<file path="src/rtl/mandel_pkg.sv">
// rtl/mandel_pkg.sv - shared fixed-point widths and FSM encoding for the Mandelbrot pixel scheduler
package mandel_pkg;
    localparam int FX_W    = 27;
    localparam int FX_FRAC = 23;
    localparam int ITER_W  = 11;

    typedef enum logic [1:0] {
        IDLE  = 2'd0,
        RUN   = 2'd1,
        DRAIN = 2'd2,
        DONE  = 2'd3
    } sched_state_t;
endpackage

</file>
<file path="src/rtl/mandel_pixel_scheduler_if.sv">
// rtl/mandel_pixel_scheduler_if.sv - worker dispatch/collect bus and addressed pixel stream
interface mandel_pixel_scheduler_if #(
    parameter int N_ITER = 4,
    parameter int ITER_W = 11,
    parameter int ADDR_W = 19
);
    logic [N_ITER-1:0]                    wk_in_val;
    logic [N_ITER-1:0]                    wk_in_rdy;
    logic [mandel_pkg::FX_W*N_ITER-1:0]   wk_c_r;
    logic [mandel_pkg::FX_W*N_ITER-1:0]   wk_c_i;
    logic [N_ITER-1:0]                    wk_out_val;
    logic [N_ITER-1:0]                    wk_out_rdy;
    logic [ITER_W*N_ITER-1:0]             wk_iter;
    logic                                 px_val;
    logic                                 px_rdy;
    logic [ADDR_W-1:0]                    px_addr;
    logic [ITER_W-1:0]                    px_iter;

    modport master (
        output wk_in_val, wk_c_r, wk_c_i, wk_out_rdy, px_val, px_addr, px_iter,
        input  wk_in_rdy, wk_out_val, wk_iter, px_rdy
    );

    modport slave (
        input  wk_in_val, wk_c_r, wk_c_i, wk_out_rdy, px_val, px_addr, px_iter,
        output wk_in_rdy, wk_out_val, wk_iter, px_rdy
    );
endinterface

</file>
<file path="src/rtl/rr_arbiter.sv">
// rtl/rr_arbiter.sv - round-robin arbiter: first requester at or after ptr wins
module rr_arbiter #(
    parameter int N     = 4,
    parameter int IDX_W = 2
) (
    input  logic [N-1:0]     req,
    input  logic [IDX_W-1:0] ptr,
    output logic [N-1:0]     grant,
    output logic [IDX_W-1:0] idx,
    output logic             valid
);
    always_comb begin
        int j;
        grant = '0;
        idx   = '0;
        valid = 1'b0;
        j     = 0;
        for (int i = 0; i < N; i++) begin
            j = int'(ptr) + i;
            if (j >= N) j = j - N;
            if (!valid && req[j]) begin
                valid    = 1'b1;
                idx      = IDX_W'(j);
                grant[j] = 1'b1;
            end
        end
    end
endmodule

</file>
<file path="src/rtl/mandel_pixel_scheduler.sv">
// rtl/mandel_pixel_scheduler.sv - raster pixel dispatch to N_ITER workers and addressed result collection
// PERF_COUNT_EN: when defined, frame_cycles reports RUN+DRAIN cycles of the last frame.
module mandel_pixel_scheduler #(
    parameter int N_ITER = 4,
    parameter int H_RES  = 640,
    parameter int V_RES  = 480,
    parameter int ITER_W = 11,
    parameter int ADDR_W = 19
) (
    input  logic                        clk,
    input  logic                        reset,
    input  logic                        start,
    input  logic [mandel_pkg::FX_W-1:0] cr_origin,
    input  logic [mandel_pkg::FX_W-1:0] ci_origin,
    input  logic [mandel_pkg::FX_W-1:0] dx,
    input  logic [mandel_pkg::FX_W-1:0] dy,
    output logic                        busy,
    output logic                        frame_done,
    output logic [31:0]                 frame_cycles,
    mandel_pixel_scheduler_if.master    bus
);
    import mandel_pkg::*;

    localparam int IDX_W = (N_ITER > 1) ? $clog2(N_ITER) : 1;
    localparam int OUT_W = $clog2(N_ITER) + 1;
    localparam int XW    = $clog2(H_RES) + 1;
    localparam int YW    = $clog2(V_RES) + 1;

    sched_state_t      state, state_nx;
    logic [XW-1:0]     x_q;
    logic [YW-1:0]     y_q;
    logic [ADDR_W-1:0] addr_q;
    logic [FX_W-1:0]   cur_cr, cur_ci, cr0_q, dx_q, dy_q;
    logic [IDX_W-1:0]  disp_ptr, coll_ptr, lock_idx, d_idx, c_idx, c_sel;
    logic [N_ITER-1:0] d_grant, c_grant, c_sel_oh;
    logic              d_any, c_any, coll_lock;
    logic              active, frame_start, disp_fire, coll_fire, px_val_i, last_px;
    logic [OUT_W-1:0]  outst, out_nx;
    logic [ADDR_W-1:0] tag [N_ITER];

    function automatic logic [IDX_W-1:0] next_idx(input logic [IDX_W-1:0] i);
        return (int'(i) == N_ITER - 1) ? '0 : i + 1'b1;
    endfunction

    rr_arbiter #(.N(N_ITER), .IDX_W(IDX_W)) u_disp_arb (
        .req(bus.wk_in_rdy), .ptr(disp_ptr), .grant(d_grant), .idx(d_idx), .valid(d_any)
    );

    rr_arbiter #(.N(N_ITER), .IDX_W(IDX_W)) u_coll_arb (
        .req(bus.wk_out_val), .ptr(coll_ptr), .grant(c_grant), .idx(c_idx), .valid(c_any)
    );

    // A stalled result keeps its grant so the stream stays stable until px_rdy returns.
    always_comb begin
        active      = (state == RUN) || (state == DRAIN);
        frame_start = (state == IDLE) && start;
        disp_fire   = (state == RUN) && d_any;
        c_sel       = coll_lock ? lock_idx : c_idx;
        c_sel_oh    = coll_lock ? (N_ITER'(1) << lock_idx) : c_grant;
        px_val_i    = active && (coll_lock || c_any);
        coll_fire   = px_val_i && bus.px_rdy;
        last_px     = (x_q == XW'(H_RES - 1)) && (y_q == YW'(V_RES - 1));
        out_nx      = outst + OUT_W'(disp_fire) - OUT_W'(coll_fire);

        bus.wk_in_val  = disp_fire ? d_grant : '0;
        bus.wk_c_r     = {N_ITER{cur_cr}};
        bus.wk_c_i     = {N_ITER{cur_ci}};
        bus.wk_out_rdy = coll_fire ? c_sel_oh : '0;
        bus.px_val     = px_val_i;
        bus.px_addr    = px_val_i ? tag[c_sel] : '0;
        bus.px_iter    = px_val_i ? bus.wk_iter[c_sel*ITER_W +: ITER_W] : '0;

        busy       = active;
        frame_done = (state == DONE);
    end

    always_comb begin
        state_nx = state;
        case (state)
            IDLE:    if (start) state_nx = RUN;
            RUN:     if (disp_fire && last_px) state_nx = DRAIN;
            DRAIN:   if (out_nx == '0) state_nx = DONE;
            DONE:    state_nx = IDLE;
            default: state_nx = IDLE;
        endcase
    end

    always_ff @(posedge clk or negedge reset) begin
        if (!reset) state <= IDLE;
        else        state <= state_nx;
    end

    always_ff @(posedge clk or negedge reset) begin
        if (!reset) begin
            x_q       <= '0;
            y_q       <= '0;
            addr_q    <= '0;
            cur_cr    <= '0;
            cur_ci    <= '0;
            cr0_q     <= '0;
            dx_q      <= '0;
            dy_q      <= '0;
            disp_ptr  <= '0;
            coll_ptr  <= '0;
            outst     <= '0;
            coll_lock <= 1'b0;
            lock_idx  <= '0;
            for (int i = 0; i < N_ITER; i++) tag[i] <= '0;
        end else begin
            if (frame_start) begin
                cr0_q  <= cr_origin;
                dx_q   <= dx;
                dy_q   <= dy;
                cur_cr <= cr_origin;
                cur_ci <= ci_origin;
                x_q    <= '0;
                y_q    <= '0;
                addr_q <= '0;
            end else if (disp_fire) begin
                tag[d_idx] <= addr_q;
                addr_q     <= addr_q + ADDR_W'(1);
                disp_ptr   <= next_idx(d_idx);
                if (x_q == XW'(H_RES - 1)) begin
                    x_q    <= '0;
                    cur_cr <= cr0_q;
                    y_q    <= y_q + YW'(1);
                    cur_ci <= cur_ci + dy_q;
                end else begin
                    x_q    <= x_q + XW'(1);
                    cur_cr <= cur_cr + dx_q;
                end
            end

            if (coll_fire) begin
                coll_ptr  <= next_idx(c_sel);
                coll_lock <= 1'b0;
            end else if (px_val_i) begin
                coll_lock <= 1'b1;
                lock_idx  <= c_sel;
            end

            outst <= out_nx;
        end
    end

`ifdef PERF_COUNT_EN
    logic [31:0] perf_cnt, perf_inc;

    assign perf_inc = (perf_cnt == '1) ? perf_cnt : perf_cnt + 32'd1;

    // The DRAIN->DONE edge is itself a busy cycle, so the copy includes it.
    always_ff @(posedge clk or negedge reset) begin
        if (!reset) begin
            perf_cnt     <= '0;
            frame_cycles <= '0;
        end else begin
            if (frame_start)  perf_cnt <= '0;
            else if (active)  perf_cnt <= perf_inc;
            if (state == DRAIN && state_nx == DONE) frame_cycles <= perf_inc;
        end
    end
`else
    assign frame_cycles = '0;
`endif
endmodule

</file>
<file path="src/flat_wrapper.sv">
// flat-port wrapper written by rule: the top's interface ports become plain ports
module mandel_pixel_scheduler_flat import mandel_pkg::*;
#(
    parameter int N_ITER = 4,
    parameter int H_RES  = 640,
    parameter int V_RES  = 480,
    parameter int ITER_W = 11,
    parameter int ADDR_W = 19
)
  (clk, reset, start, cr_origin, ci_origin, dx, dy, busy, frame_done, frame_cycles, bus_wk_in_val, bus_wk_c_r, bus_wk_c_i, bus_wk_out_rdy, bus_px_val, bus_px_addr, bus_px_iter, bus_wk_in_rdy, bus_wk_out_val, bus_wk_iter, bus_px_rdy);
  mandel_pixel_scheduler_if #(.N_ITER(N_ITER), .ITER_W(ITER_W), .ADDR_W(ADDR_W)) bus_i ();
  input  logic clk;
  input  logic reset;
  input  logic start;
  input  logic [mandel_pkg::FX_W-1:0] cr_origin;
  input  logic [mandel_pkg::FX_W-1:0] ci_origin;
  input  logic [mandel_pkg::FX_W-1:0] dx;
  input  logic [mandel_pkg::FX_W-1:0] dy;
  output logic busy;
  output logic frame_done;
  output logic [31:0] frame_cycles;
  output wire logic [$bits(bus_i.wk_in_val)-1:0] bus_wk_in_val;
  output wire logic [$bits(bus_i.wk_c_r)-1:0] bus_wk_c_r;
  output wire logic [$bits(bus_i.wk_c_i)-1:0] bus_wk_c_i;
  output wire logic [$bits(bus_i.wk_out_rdy)-1:0] bus_wk_out_rdy;
  output wire logic [$bits(bus_i.px_val)-1:0] bus_px_val;
  output wire logic [$bits(bus_i.px_addr)-1:0] bus_px_addr;
  output wire logic [$bits(bus_i.px_iter)-1:0] bus_px_iter;
  input wire logic [$bits(bus_i.wk_in_rdy)-1:0] bus_wk_in_rdy;
  input wire logic [$bits(bus_i.wk_out_val)-1:0] bus_wk_out_val;
  input wire logic [$bits(bus_i.wk_iter)-1:0] bus_wk_iter;
  input wire logic [$bits(bus_i.px_rdy)-1:0] bus_px_rdy;
  assign bus_wk_in_val = bus_i.wk_in_val;
  assign bus_wk_c_r = bus_i.wk_c_r;
  assign bus_wk_c_i = bus_i.wk_c_i;
  assign bus_wk_out_rdy = bus_i.wk_out_rdy;
  assign bus_px_val = bus_i.px_val;
  assign bus_px_addr = bus_i.px_addr;
  assign bus_px_iter = bus_i.px_iter;
  assign bus_i.wk_in_rdy = bus_wk_in_rdy;
  assign bus_i.wk_out_val = bus_wk_out_val;
  assign bus_i.wk_iter = bus_wk_iter;
  assign bus_i.px_rdy = bus_px_rdy;
  mandel_pixel_scheduler #(.N_ITER(N_ITER), .H_RES(H_RES), .V_RES(V_RES), .ITER_W(ITER_W), .ADDR_W(ADDR_W)) u_core (.clk(clk), .reset(reset), .start(start), .cr_origin(cr_origin), .ci_origin(ci_origin), .dx(dx), .dy(dy), .busy(busy), .frame_done(frame_done), .frame_cycles(frame_cycles), .bus(bus_i));
endmodule
</file>
<file path="config.mk">
export PLATFORM = sky130hd
export DESIGN_NAME = mandel_pixel_scheduler_flat
export DESIGN_NICKNAME = d
export VERILOG_FILES = /design/src/rtl/mandel_pkg.sv /design/src/rtl/mandel_pixel_scheduler_if.sv /design/src/rtl/rr_arbiter.sv /design/src/rtl/mandel_pixel_scheduler.sv /design/src/flat_wrapper.sv
export SDC_FILE = /design/constraint.sdc
export NUM_CORES = 1
export LEC_CHECK = 0
export ABC_AREA = 1
export CORE_UTILIZATION = 35
export CTS_BUF_LIST = sky130_fd_sc_hd__clkbuf_4
export DETAILED_ROUTE_END_ITERATION = 12
export GPL_TIMING_DRIVEN = 0
export PLACE_DENSITY_LB_ADDON = 0.2
export SLEW_MARGIN = 20
export SYNTH_ARGS = -nofsm -noshare
export SYNTH_HDL_FRONTEND = slang
export SYNTH_SLANG_ARGS = --single-unit
</file>
<file path="constraint.sdc">
create_clock -name clk -period 5 [get_ports clk]
set_clock_uncertainty 0.1 [all_clocks]
set_input_delay 1.25 -clock clk [delete_from_list [all_inputs] [get_ports clk]]
set_output_delay 1.25 -clock clk [all_outputs]
set_load 0.02 [all_outputs]
</file>
[Word level (Yosys, flattened, before mapping)]
Index checks and enable logic that the tools add are counted.
Word-level totals
  word-level logic and storage cells: 235
  bits of input ports: 164
  bits in registers: 263
Cells by class
  muxes and demuxes: 106
  multipliers: 1
  $add $sub $neg: 23
  $lt $le $gt $ge: 27
  shift operators: 2
  reductions and logical operators: 38
  equality and inequality tests: 10
  bitwise gates (word level): 10
Operators by type and width (number)
  $ge A32 B1 Y1 const B: 8
  $lt A32 B4 Y1 const B: 8
  $mux W32: 8
  $mux W27: 6
  $mux W19: 6
  $bwmux W76: 1
  $add A27 B27 Y27: 2
  $mux W11: 4
  $mux W4: 11
  $shiftx A44 B7 Y11: 1
  $bmux W19 S2: 1
  $demux W19 S2: 1
  $mux W1: 34
  $mux W10: 3
  $mux W2: 14
  $ge A3 B3 Y1 const B: 8
  $or A4 B4 Y4: 6
  $sub A3 B3 Y4 const B: 6
  $logic_and A1 B1 Y1: 21
  $add A19 B1 Y19 const B: 1
  $bmux W1 S2: 8
  $demux W1 S2: 8
  $add A2 B2 Y3 const B: 4
  $add A11 B1 Y11 const B: 1
  25 further kinds: 46

[Logic depth before layout (Yosys ltp)]
Gate-level depths: netlist of run 1.
  depth in word-level cells: 22
  depth in mapped cells: 19
  mapped depth without buffers: 19

[Modules after synthesis]
A second synthesis of run 1 with hierarchy kept.
Unflattened totals
  cells, all modules: 2485
  area, all modules: 17977.2 um^2
Modules (own cells, without submodules)
  mandel_pixel_scheduler: cells an instance 2331, area an instance 17038.8 um^2, sequential area each 6581.3 um^2, instances 1
  rr_arbiter at u_core.u_coll_arb: cells an instance 77, area an instance 478.0 um^2, sequential area each 0.0 um^2, instances 1
  rr_arbiter at u_core.u_disp_arb: cells an instance 77, area an instance 460.4 um^2, sequential area each 0.0 um^2, instances 1

[Worst setup path before layout of run 1]
No wires, ideal clock.
  path kind: input to output
  start: in bus_wk_out_val[3]
  end: out bus_px_addr[0]
  slack: 0.893 ns
  data arrival time: 2.757 ns
  data required time: 3.650 ns
  cell stages on the path: 12
  path through: inv_1 -> nand2_1 -> nand3_1 -> nand2_2 -> nor2_2 -> nand2_1 -> nand2_1 -> nand2_1 -> o21ai_2 -> buf_4 -> nand3_1 -> a21oi_1
Between the ends
  longest elaborated chain between the ends: 19
RTL lines
  from (decl): line flat_wrapper.sv:30  | input wire logic [$bits(bus_i.wk_out_val)-1:0] bus_wk_out_val;
  $bmux W1 S2: line rr_arbiter.sv:21  | if (!valid && req[j]) begin
  $mux W1 (not written as such) (2 in series): line rr_arbiter.sv:21
  $mux W1: line rr_arbiter.sv:21
  $logic_not A1 Y1: line rr_arbiter.sv:21
  $logic_and A1 B1 Y1: line rr_arbiter.sv:21
  $mux W1: line rr_arbiter.sv:21
  $logic_not A1 Y1: line rr_arbiter.sv:21
  $logic_and A1 B1 Y1: line rr_arbiter.sv:21
  $mux W1: line rr_arbiter.sv:21
  $logic_not A1 Y1: line rr_arbiter.sv:21
  $logic_and A1 B1 Y1: line rr_arbiter.sv:21
  $mux W2: line rr_arbiter.sv:21
  $mux W2: line mandel_pixel_scheduler.sv:58  | c_sel = coll_lock ? lock_idx : c_idx;
  $not A2 Y3 (not written as such): line mandel_pixel_scheduler.sv:70  | bus.px_addr = px_val_i ? tag[c_sel] : '0;
  $bmux W19 S2: line mandel_pixel_scheduler.sv:70
  $mux W19 (not written as such) (2 in series): line mandel_pixel_scheduler.sv:70
  $mux W19 (*): line mandel_pixel_scheduler.sv:70
  to (decl): line flat_wrapper.sv:27  | output wire logic [$bits(bus_i.px_addr)-1:0] bus_px_addr;
Every way passes the cells marked *; elsewhere a longest branch is shown, timed or not. The select of a mux whose other input is x is not followed.

[Final worst setup path of run 1]
  start: in bus_wk_out_val[1]
  end: out bus_px_addr[0]
Same word-level chain as after synthesis.

==> results_dict.tcl, run 1 <==
set metrics [dict create \
    cts_made_buffers 76 \
    via_per_inst 4.899 \
    worstPathArrival_ns 3.55 \
    crit_path_top_delay_cell "clkdlybuf4s50_1" \
    cellPowerDensity_nw_per_um2 782.0 \
    synth_top_area_cell "dfrtp_1" \
    ys_seq_area_share_pct 35.77 \
    required_ns 3.65 \
    drt-pass1-iter-count 6 \
    worstSetupPathType "in -> out" \
    finalCritPeriodShare_pct 98.00 \
    utilization_pct 47.88 \
    slowest_delay_ns 0.45 \
    dieArea_um2 53490 \
    route.detailed.drc 0 \
    track_usage_pct 23.92 \
    h-tree-depth 3 \
    stdcell_count 3840 \
    avgSynthCellArea_um2 7.168 \
    timing.slew.headroom_pct 29.85 \
    initial_core_util_pct 35.65 \
    drv_cap 0 \
    post_dp_cell_area_um2 23660 \
    placeableCoreArea_um2 51610 \
    port_buffers 420 \
    fin_area_um2 24720 \
    clockBufferDepth 3 \
    synth_cells 2567 \
    cp_cell_sequence "clkdlybuf4s50_1 > inv_1 > nand2_1 > nand3_2 > nand2_4 > inv_2 > nand2_1 > nor2_2 > nand2_1 > nand2_2 > nor2_1 > nor2_4 > clkbuf_4 > nand3_1 > a21oi_2 > buf_2" \
    hp-class "reg -> reg" \
    root_buffer "clkbuf_4" \
    grt_pass1_wl_mm 100.9 \
    synth_top_area_share_pct 35.77 \
    worst_pin_slew_ns 1.052 \
    num_vias 18810 \
    die_h_um 231.3 \
    fmax_mhz 204.1 \
    cp-end-kind "primary output" \
    ant_nets 0 \
    layout-drive-gt1-share_pct 15.29 \
    clock-sinks 263 \
    clkTransAtPathRegs_ns 0.06 \
    grt.overflow.total 0 \
    yosysWarnings 0 \
    setup_viol 0 \
    rsz0062_at_grt "yes" \
    antenna_found_initial 2 \
    wl_mm 64.73 \
    synth-edff-count 0 \
    yosys.cell_types.count 48 \
    crit_buf_inv 5 \
    hpwl_mm 49.56 \
    ios 453 \
    ys_ff_latch 263 \
    clock_latency_ns 0.79 \
    power_leakage_nw 12.11 \
    cts_tree "done" \
    post-route-min-period_ns 4.900 \
    chipWidth_um 231.3 \
    grt_max_degree 96 \
    drv_slew 0 \
    place.gp.congestion 0.8942 \
    yosys-top-cells-area "dfrtp_1 36%, nand2_1 15%, buf_4 8.2%" \
    dp_cells 3701 \
    final_nets 3352 \
    grt_pass1_vias 18590 \
    cts.hold.buffers_added 0 \
    status "finished clean" \
    cpMostUsedCell "nand2_1" \
    rows 83 \
    wl_per_cell_um 16.86 \
    area_growth_pct 34.32 \
    drtIter0Drc 1357 \
    finalPower_mw 19.33 \
    async_reset_ff_share_pct 100.0 \
    hold_viol 0 \
    path_max_fanout 5 \
    synth_flop_cell "dfrtp_1" \
    cp-start-kind "input pin" \
    irDropWorstVdd_mv 0.4059 \
    critical-path-top-delay-family "simple AND/OR/NAND/NOR gates" \
    netlist_area_um2 18400 \
]
## cell type report
| cell class | count | area [um2] |
|---|---|---|
| well taps | 680 | 850.8 |
| multi-input cells | 1753 | 8961 |
| repair buffers | 435 | 4269 |
| plain buffers | 291 | 2036 |
| repair inverters | 1 | 5.005 |
| inverters | 290 | 1095 |
| diodes | 2 | 5.005 |
| clock buffers | 109 | 818.3 |
| clock inverters | 16 | 91.34 |
| fillers | 5178 | 26900 |
| flip-flops and latches | 263 | 6584 |
## through the flow
stage          hold WS [ns]  setup slack (ns)  setup TNS [ns]
2_1_floorplan        0.3432            0.8933               0
3_3_place_gp         0.3567            -9.101        -2400.33
3_5_place_dp         0.3592           -0.7139          -18.22
4_1_cts              0.3761          -0.06338         -0.1556
5_1_grt              0.3966          -0.03182         -0.1047
6_report             0.3752           0.09995               0
## worst paths after layout
path / start / to / slack, ns / depth (start not counted)
max: bus_wk_out_val[1] / bus_px_addr[0] / 0.1 / 16
min: u_core.tag[31]$_DFFE_PN0P_ / u_core.tag[31]$_DFFE_PN0P_ / 0.38 / 2
max reg2reg: u_core.disp_ptr[1]$_DFFE_PN0P_ / u_core.state[0]$_DFFE_PN0P_ / 1.32 / 16
min reg2reg: u_core.tag[31]$_DFFE_PN0P_ / u_core.tag[31]$_DFFE_PN0P_ / 0.38 / 2
max in group asynchronous: reset / u_core.cr0_q[15]$_DFFE_PN0P_ / 3.51 / 3
min in group asynchronous: reset / u_core.cr0_q[8]$_DFFE_PN0P_ / 0.42 / 2
## routing by layer
metal	vias up	track usage [%]	part of all wire, %	wire, um
li1	9224	-	-	-
met1	8821	30.17	43	27900
met2	659	40.96	48	30960
met3	107	4.294	6.4	4133
met4	0	7.906	2.7	1741
met5	-	0	0	0
## worst min-delay path, cell delays in order, from the launching register on
cell and delay (ns):
dfrtp_1 0.34, nand2_1 0.06, o21ai_2 0.05
## report_power, final
part / leakage [nW] / internal (mW) / switching, mW
sequential: 3.40 / 2.91 / 0.845
combinational: 8.17 / 5.53 / 8.04
clock: 0.545 / 1.04 / 0.960
total: 12.1 / 9.49 / 9.84
## cell usage after synthesis, types with 3 or more instances
library cell / n
a21o_1: 3
a21oi_1: 136
a22oi_1: 6
a31oi_1: 3
buf_2: 21
buf_4: 201
buf_6: 12
clkbuf_1: 51
clkbuf_2: 3
clkinv_1: 3
dfrtp_1: 263
fa_1: 3
ha_1: 74
inv_1: 281
inv_2: 5
nand2_1: 722
nand2_2: 14
nand2_4: 4
nand3_1: 192
nand3b_1: 31
nand4_1: 28
nor2_1: 117
nor2_2: 5
nor3_1: 40
nor4_1: 5
o211ai_1: 15
o21a_1: 7
o21ai_0: 185
o21ai_1: 39
o21ai_2: 12
o21bai_1: 4
o221ai_1: 3
o22ai_1: 3
o31ai_1: 14
xnor2_1: 12
xor2_1: 30
## state kept, by name, summed over array words and instances (netlist names)
| name | flops |
|---|---|
| u_core.cur_cr | 27 |
| u_core.x_q | 11 |
| u_core.cur_ci | 27 |
| u_core.addr_q | 19 |
| u_core.disp_ptr | 2 |
| u_core.y_q | 10 |
| u_core.dx_q | 27 |
| u_core.tag | 76 |
| u_core.cr0_q | 27 |
| u_core.coll_lock | 1 |
| u_core.coll_ptr | 2 |
| u_core.lock_idx | 2 |
| u_core.outst | 3 |
| u_core.dy_q | 27 |
| u_core.state | 2 |
## cells in the final DEF, fill, tap and decap left out, types with 44 or more instances in the layout
master / count
a21oi_1: 126
buf_4: 222
clkbuf_1: 44
clkbuf_4: 113
clkdlybuf4s50_1: 381
dfrtp_1: 261
ha_1: 74
inv_1: 276
nand2_1: 717
nand3_1: 190
nor2_1: 113
o21ai_0: 184
## repair_timing
| item | in CTS | in global routing |
|---|---|---|
| cloned | 0 | 2 |
| setup buffers | 3 | 8 |
| resized for setup | 133 | 61 |
| pin swaps | 1 | 4 |
| setup endpoints to repair | 38 | 36 |
## logic make-up after synthesis
logic type	Yosys count	synth area share (%)
AND/OR/NAND/NOR	1164	26.99
buffers and inverters	582	16.76
AO/OA/AOI/OAI	438	13.10
flip-flops	263	35.77
adder cells (fa/ha/maj)	77	5.358
XOR/XNOR	42	1.999
other	1	0.02038
No activity file was read; power rests on OpenSTA's default activity.
==> run 2, diff against run 1 <==
--- a/config.mk
+++ b/config.mk
@@ -6,10 +6,12 @@
 export NUM_CORES = 1
 export LEC_CHECK = 0
 export ABC_AREA = 1
+export CORE_MARGIN = 4
 export CORE_UTILIZATION = 35
 export CTS_BUF_LIST = sky130_fd_sc_hd__clkbuf_4
 export DETAILED_ROUTE_END_ITERATION = 12
 export GPL_TIMING_DRIVEN = 0
+export HOLD_SLACK_MARGIN = 0.06
 export PLACE_DENSITY_LB_ADDON = 0.2
 export SLEW_MARGIN = 20
 export SYNTH_ARGS = -nofsm -noshare
==> run 2 against run 1 <==
  * Combinational power about the same
  * Sequential power hardly changed
  * Count of clock-buffer cells in the layout rose by 5
  * Utilization grew 0.24 points
  * First-iteration DRC count shrank 13%
  * Register-to-register slack about the same
  * Critical path type unchanged
==> results_dict.tcl, run 2 (synthesized netlist as in run 1, its figures left out) <==
set metrics [dict create \
    status "finished clean" \
    fmax_mhz 206.0 \
    ant_nets 0 \
    place.gp.congestion 0.9295 \
    cts.hold.buffers_added 0 \
    cp_cell_sequence "clkdlybuf4s50_1 > inv_1 > nand2_1 > nand3_2 > nand2_4 > inv_2 > nand4_1 > nand2_1 > nand3_4 > nand2_4 > buf_4 > nand2_1 > nand3_1 > a21oi_2 > buf_2" \
    num_vias 18760 \
    cp-start-kind "input pin" \
    wl_per_cell_um 17.26 \
    root_buffer "clkbuf_4" \
    worst_pin_slew_ns 1.003 \
    antenna_found_initial 6 \
    post-route-min-period_ns 4.854 \
    finalCritPeriodShare_pct 97.08 \
    crit_buf_inv 5 \
    utilization_pct 48.12 \
    dp_slack_ns -0.7046 \
    clkTransAtPathRegs_ns 0.07 \
    die_h_um 237.3 \
    power_frac_comb_pct 69.7 \
    largest_reg_flops 76 \
    final_nets 3354 \
    clock-sinks 263 \
    cpMostUsedCell "nand2_1" \
    finalPower_mw 19.62 \
    critical-path-top-delay-family "buffers and inverters" \
    rrSetupSlack_ns 1.31 \
    clockBufferDepth 3 \
    hold_ws_ns 0.2861 \
    final_common_cell "nand2_1" \
    area_growth_pct 35.25 \
    wl_mm 66.56 \
    hp-class "in -> async" \
    ios 453 \
    port_buffers 420 \
    clockPowerShare_pct 11.1 \
    drv_cap 0 \
    slowest_delay_ns 0.51 \
    track_usage_pct 22.94 \
    final_cell_mix "718 x nand2_1, 384 x clkdlybuf4s50_1, 277 x inv_1, 260 x dfrtp_1, 225 x buf_4" \
    switching_share_pct 50.55 \
    path_max_fanout 10 \
    drv_slew 0 \
    clock_latency_ns 0.80 \
    h-tree-depth 3 \
    seqPwrFrac_pct 19.2 \
    dp_cells 3701 \
    cellPowerDensity_nw_per_um2 788.4 \
    p_sw_mw 9.918 \
    timing.slew.headroom_pct 33.15 \
    cp_num_cells 15 \
    route.detailed.drc 0 \
    hold_viol 0 \
    grt_pass1_wl_mm 103.9 \
    top_register "u_core.tag" \
    worstSetupPathType "in -> out" \
    cts_made_buffers 78 \
    required_ns 3.65 \
    chipWidth_um 237.3 \
    crit_path_top_delay_cell "clkdlybuf4s50_1" \
    dieArea_um2 56300 \
    layout-drive-gt1-share_pct 15.70 \
    nFillCells 5275 \
    ff2ff_path_depth 16 \
    p_int_mw 9.702 \
    rows 83 \
    cp-end-kind "primary output" \
    fin_ws_ns 0.1458 \
    via_per_inst 4.864 \
    grt.overflow.total 0 \
    grt_max_degree 83 \
    hpwl_mm 51.27 \
    setup_viol 0 \
    power_leakage_nw 12.16 \
    drtIter0Drc 1177 \
    grt_pass1_vias 19040 \
    stdcell_count 3856 \
    rsz0062_at_grt "no" \
    irDropWorstVdd_mv 0.4729 \
    drt-pass1-iter-count 5 \
    initial_core_util_pct 35.58 \
    worstPathArrival_ns 3.50 \
    cts_tree "done" \
    placeableCoreArea_um2 51720 \
]
run 2: metal layers:
metal	up-vias	part of all wire, %	global-route usage, %
li1	9224	-	-
met1	8817	43	28.90
met2	611	49	39.26
met3	101	6.3	5.337
met4	4	2.5	6.989
met5	-	0.041	0
run 2: path summary, 6_finish.rpt:
path / startpoint / to
min in group clk: u_core.tag[29]$_DFFE_PN0P_ / u_core.tag[29]$_DFFE_PN0P_
worst min-delay path: reset / u_core.cr0_q[8]$_DFFE_PN0P_
worst max-delay path: bus_wk_out_val[2] / bus_px_addr[1]
worst max register to register: u_core.disp_ptr[0]$_DFFE_PN0P_ / u_core.state[0]$_DFFE_PN0P_
worst min register to register: u_core.tag[29]$_DFFE_PN0P_ / u_core.tag[29]$_DFFE_PN0P_
max in group asynchronous: reset / u_core.dy_q[23]$_DFFE_PN0P_
run 2: power by group through the flow:
stage                     Sequential (mW)  Combinational, mW  Clock, mW
after global routing                 3.87               15.0       2.38
after global placement               3.77               13.3          0
after CTS                            3.77               13.5       2.26
after detailed placement             3.79               13.4          0
after floorplan                      3.72               8.41          0
final                                3.76               13.7       2.19
run 2: repair_timing:
action | CTS | global route
resized for setup | 145 | 59
setup buffers | 4 | 9
pin swaps | 3 | 6
setup endpoints to repair | 38 | 35
run 2: worst reg2reg max path, cell delays in order, from the launching register on:
cell	delay, ns
dfrtp_2	0.47
inv_2	0.11
ha_1	0.39
o21ai_2	0.24
nand2_4	0.09
nor2_4	0.11
nand2_4	0.07
nand2_4	0.14
buf_2	0.28
ha_1	0.28
inv_1	0.06
ha_1	0.15
fa_1	0.43
o31ai_1	0.29
nand3_1	0.18
nand2_1	0.09
o21ai_0	0.08
run 2: final cells by class:
class                   instances  area, um2  share of cell area (%)
flip-flops and latches        263       6585                   26.46
well taps                     680      850.8                   3.419
diodes                          5      12.51                 0.05028
clock inverters                24      178.9                  0.7190
repair buffers                436       4273                   17.17
inverters                     290       1097                   4.409
multi-input cells            1753       8976                   36.07
plain buffers                 291       2057                   8.265
clock buffers                 114      855.8                   3.439
run 2: stage by stage:
step                      instance area (um2)  setup TNS (ns)
after floorplan                         18520               0
after global placement                  23570        -2375.44
after detailed placement                23660          -18.12
after CTS                               24750        -0.02968
after global routing                    24890               0
final                                   24890               0
==> run 3, diff against run 2 <==
--- a/config.mk
+++ b/config.mk
@@ -7,12 +7,14 @@
 export LEC_CHECK = 0
 export ABC_AREA = 1
 export CORE_MARGIN = 4
-export CORE_UTILIZATION = 35
+export CORE_UTILIZATION = 40
 export CTS_BUF_LIST = sky130_fd_sc_hd__clkbuf_4
+export CTS_CLUSTER_DIAMETER = 100
 export DETAILED_ROUTE_END_ITERATION = 12
 export GPL_TIMING_DRIVEN = 0
 export HOLD_SLACK_MARGIN = 0.06
 export PLACE_DENSITY_LB_ADDON = 0.2
+export SKIP_CTS_REPAIR_TIMING = 1
 export SLEW_MARGIN = 20
 export SYNTH_ARGS = -nofsm -noshare
 export SYNTH_HDL_FRONTEND = slang
==> run 3 against run 2 <==
  * Sequential share of layout area increased by 0.17 points
  * Power decreased by 1.0%
  * Clock power decreased by 7%
  * Sequential power about the same
==> results_dict.tcl, run 3 (synthesized netlist as in run 1, its figures left out) <==
set metrics [dict create \
    status "finished clean" \
    num_vias 18810 \
    die_h_um 222.5 \
    clock-sinks 263 \
    worstSetupPathType "reg -> out" \
    placeableCoreArea_um2 45380 \
    cellPowerDensity_nw_per_um2 785.3 \
    worst_pin_slew_ns 0.9823 \
    port_buffers 420 \
    rows 78 \
    dieArea_um2 49500 \
    drv_slew 0 \
    drt-pass1-iter-count 6 \
    hold_viol 0 \
    hp-class "in -> async" \
    clock_latency_ns 0.75 \
    cp-end-kind "primary output" \
    dp_cells 3621 \
    path_max_fanout 10 \
    fin_area_um2 24730 \
    track_usage_pct 25.46 \
    final_nets 3346 \
    clockBufferDepth 3 \
    clkTransAtPathRegs_ns 0.08 \
    cp-start-kind "flop" \
    largest_reg_flops 76 \
    via_per_inst 5.003 \
    wl_per_cell_um 17.29 \
    cts_tree "done" \
    required_ns 3.65 \
    area_growth_pct 34.38 \
    post-route-min-period_ns 4.821 \
    ant_nets 0 \
    initial_core_util_pct 40.55 \
    dp_slack_ns -0.7034 \
    final_cell_mix "716 x nand2_1, 379 x clkdlybuf4s50_1, 276 x inv_1, 261 x dfrtp_1, 212 x buf_4" \
    timing.slew.headroom_pct 34.51 \
    fin_ws_ns 0.1791 \
    finalPower_mw 19.42 \
    layout-drive-gt1-share_pct 14.53 \
    setup_viol 0 \
    finalCritPeriodShare_pct 96.42 \
    grt_pass1_wl_mm 102.9 \
    post_dp_cell_area_um2 23560 \
    grt.overflow.total 0 \
    grt_max_degree 91 \
    setup_tns_ns 0 \
    final_common_cell "nand2_1" \
    route.detailed.drc 0 \
    h-tree-depth 3 \
    irDropWorstVdd_mv 0.5069 \
    power_leakage_nw 12.44 \
    root_buffer "clkbuf_4" \
    fmax_mhz 207.4 \
    drtIter0Drc 1402 \
    hpwl_mm 49.83 \
    drv_cap 0 \
    ff2ff_path_depth 15 \
    ios 453 \
    worstPathArrival_ns 3.47 \
    place.gp.congestion 0.9230 \
    wl_mm 64.98 \
    antenna_found_initial 1 \
    nFillCells 4356 \
    top_register "u_core.tag" \
    chipWidth_um 222.5 \
    grt_pass1_vias 19040 \
    stdcell_count 3759 \
    cts_made_buffers 74 \
]
run 3: metal layers:
metal | vias up | track usage (%) | wire length [um]
li1 | 9229 | - | -
met1 | 8771 | 32.73 | 27880
met2 | 684 | 43.66 | 31230
met3 | 121 | 4.954 | 4203
met4 | 0 | 7.675 | 1671
met5 | - | 0 | 0
run 3: cell type report:
class | instances | area, um2 | share of cell area, %
multi-input cells | 1753 | 8941 | 36.16
clock inverters | 20 | 116.4 | 0.4706
diodes | 1 | 2.502 | 0.01012
plain buffers | 291 | 2024 | 8.187
repair buffers | 432 | 4389 | 17.75
well taps | 600 | 750.7 | 3.036
clock buffers | 109 | 818.3 | 3.309
flip-flops and latches | 263 | 6584 | 26.63
inverters | 290 | 1100 | 4.448
run 3: stage by stage:
| stage | hold slack, ns | utilization, % |
|---|---|---|
| after floorplan | 0.3432 | - |
| after global placement | 0.3559 | 51.72 |
| after detailed placement | 0.3604 | 51.91 |
| after CTS | 0.2277 | 53.97 |
| after global routing | 0.2597 | 54.49 |
| final | 0.2908 | 54.49 |
run 3: critical path, cell delays in order, from the launching register on:
cell	delay, ns
dfrtp_2	0.47
inv_2	0.14
ha_1	0.27
inv_1	0.11
nand3_1	0.13
nand2_2	0.15
nand2_1	0.08
nor2_2	0.12
nand2_1	0.08
nand2_2	0.09
nor2_1	0.08
nor2_4	0.22
clkbuf_4	0.26
nand3_1	0.15
a21oi_1	0.15
dlymetal6s2s_1	0.25
run 3: worst paths after layout:
path	from	end	slack, ns
max	u_core.coll_ptr[1]$_DFFE_PN0P_	bus_px_iter[0]	0.18
min	reset	u_core.lock_idx[1]$_DFFE_PN0P_	0.29
max reg2reg	u_core.disp_ptr[0]$_DFFE_PN0P_	u_core.state[0]$_DFFE_PN0P_	1.16
min reg2reg	u_core.tag[31]$_DFFE_PN0P_	u_core.tag[31]$_DFFE_PN0P_	0.38
max in group asynchronous	reset	u_core.dx_q[22]$_DFFE_PN0P_	3.34
min in group clk	u_core.tag[31]$_DFFE_PN0P_	u_core.tag[31]$_DFFE_PN0P_	0.38
run 3: power by group:
group	total [mW]	internal [mW]	switching (mW)
Sequential	3.76	2.91	0.851
Combinational	13.6	5.59	8.04
Clock	2.03	1.05	0.974
Total	19.4	9.55	9.87
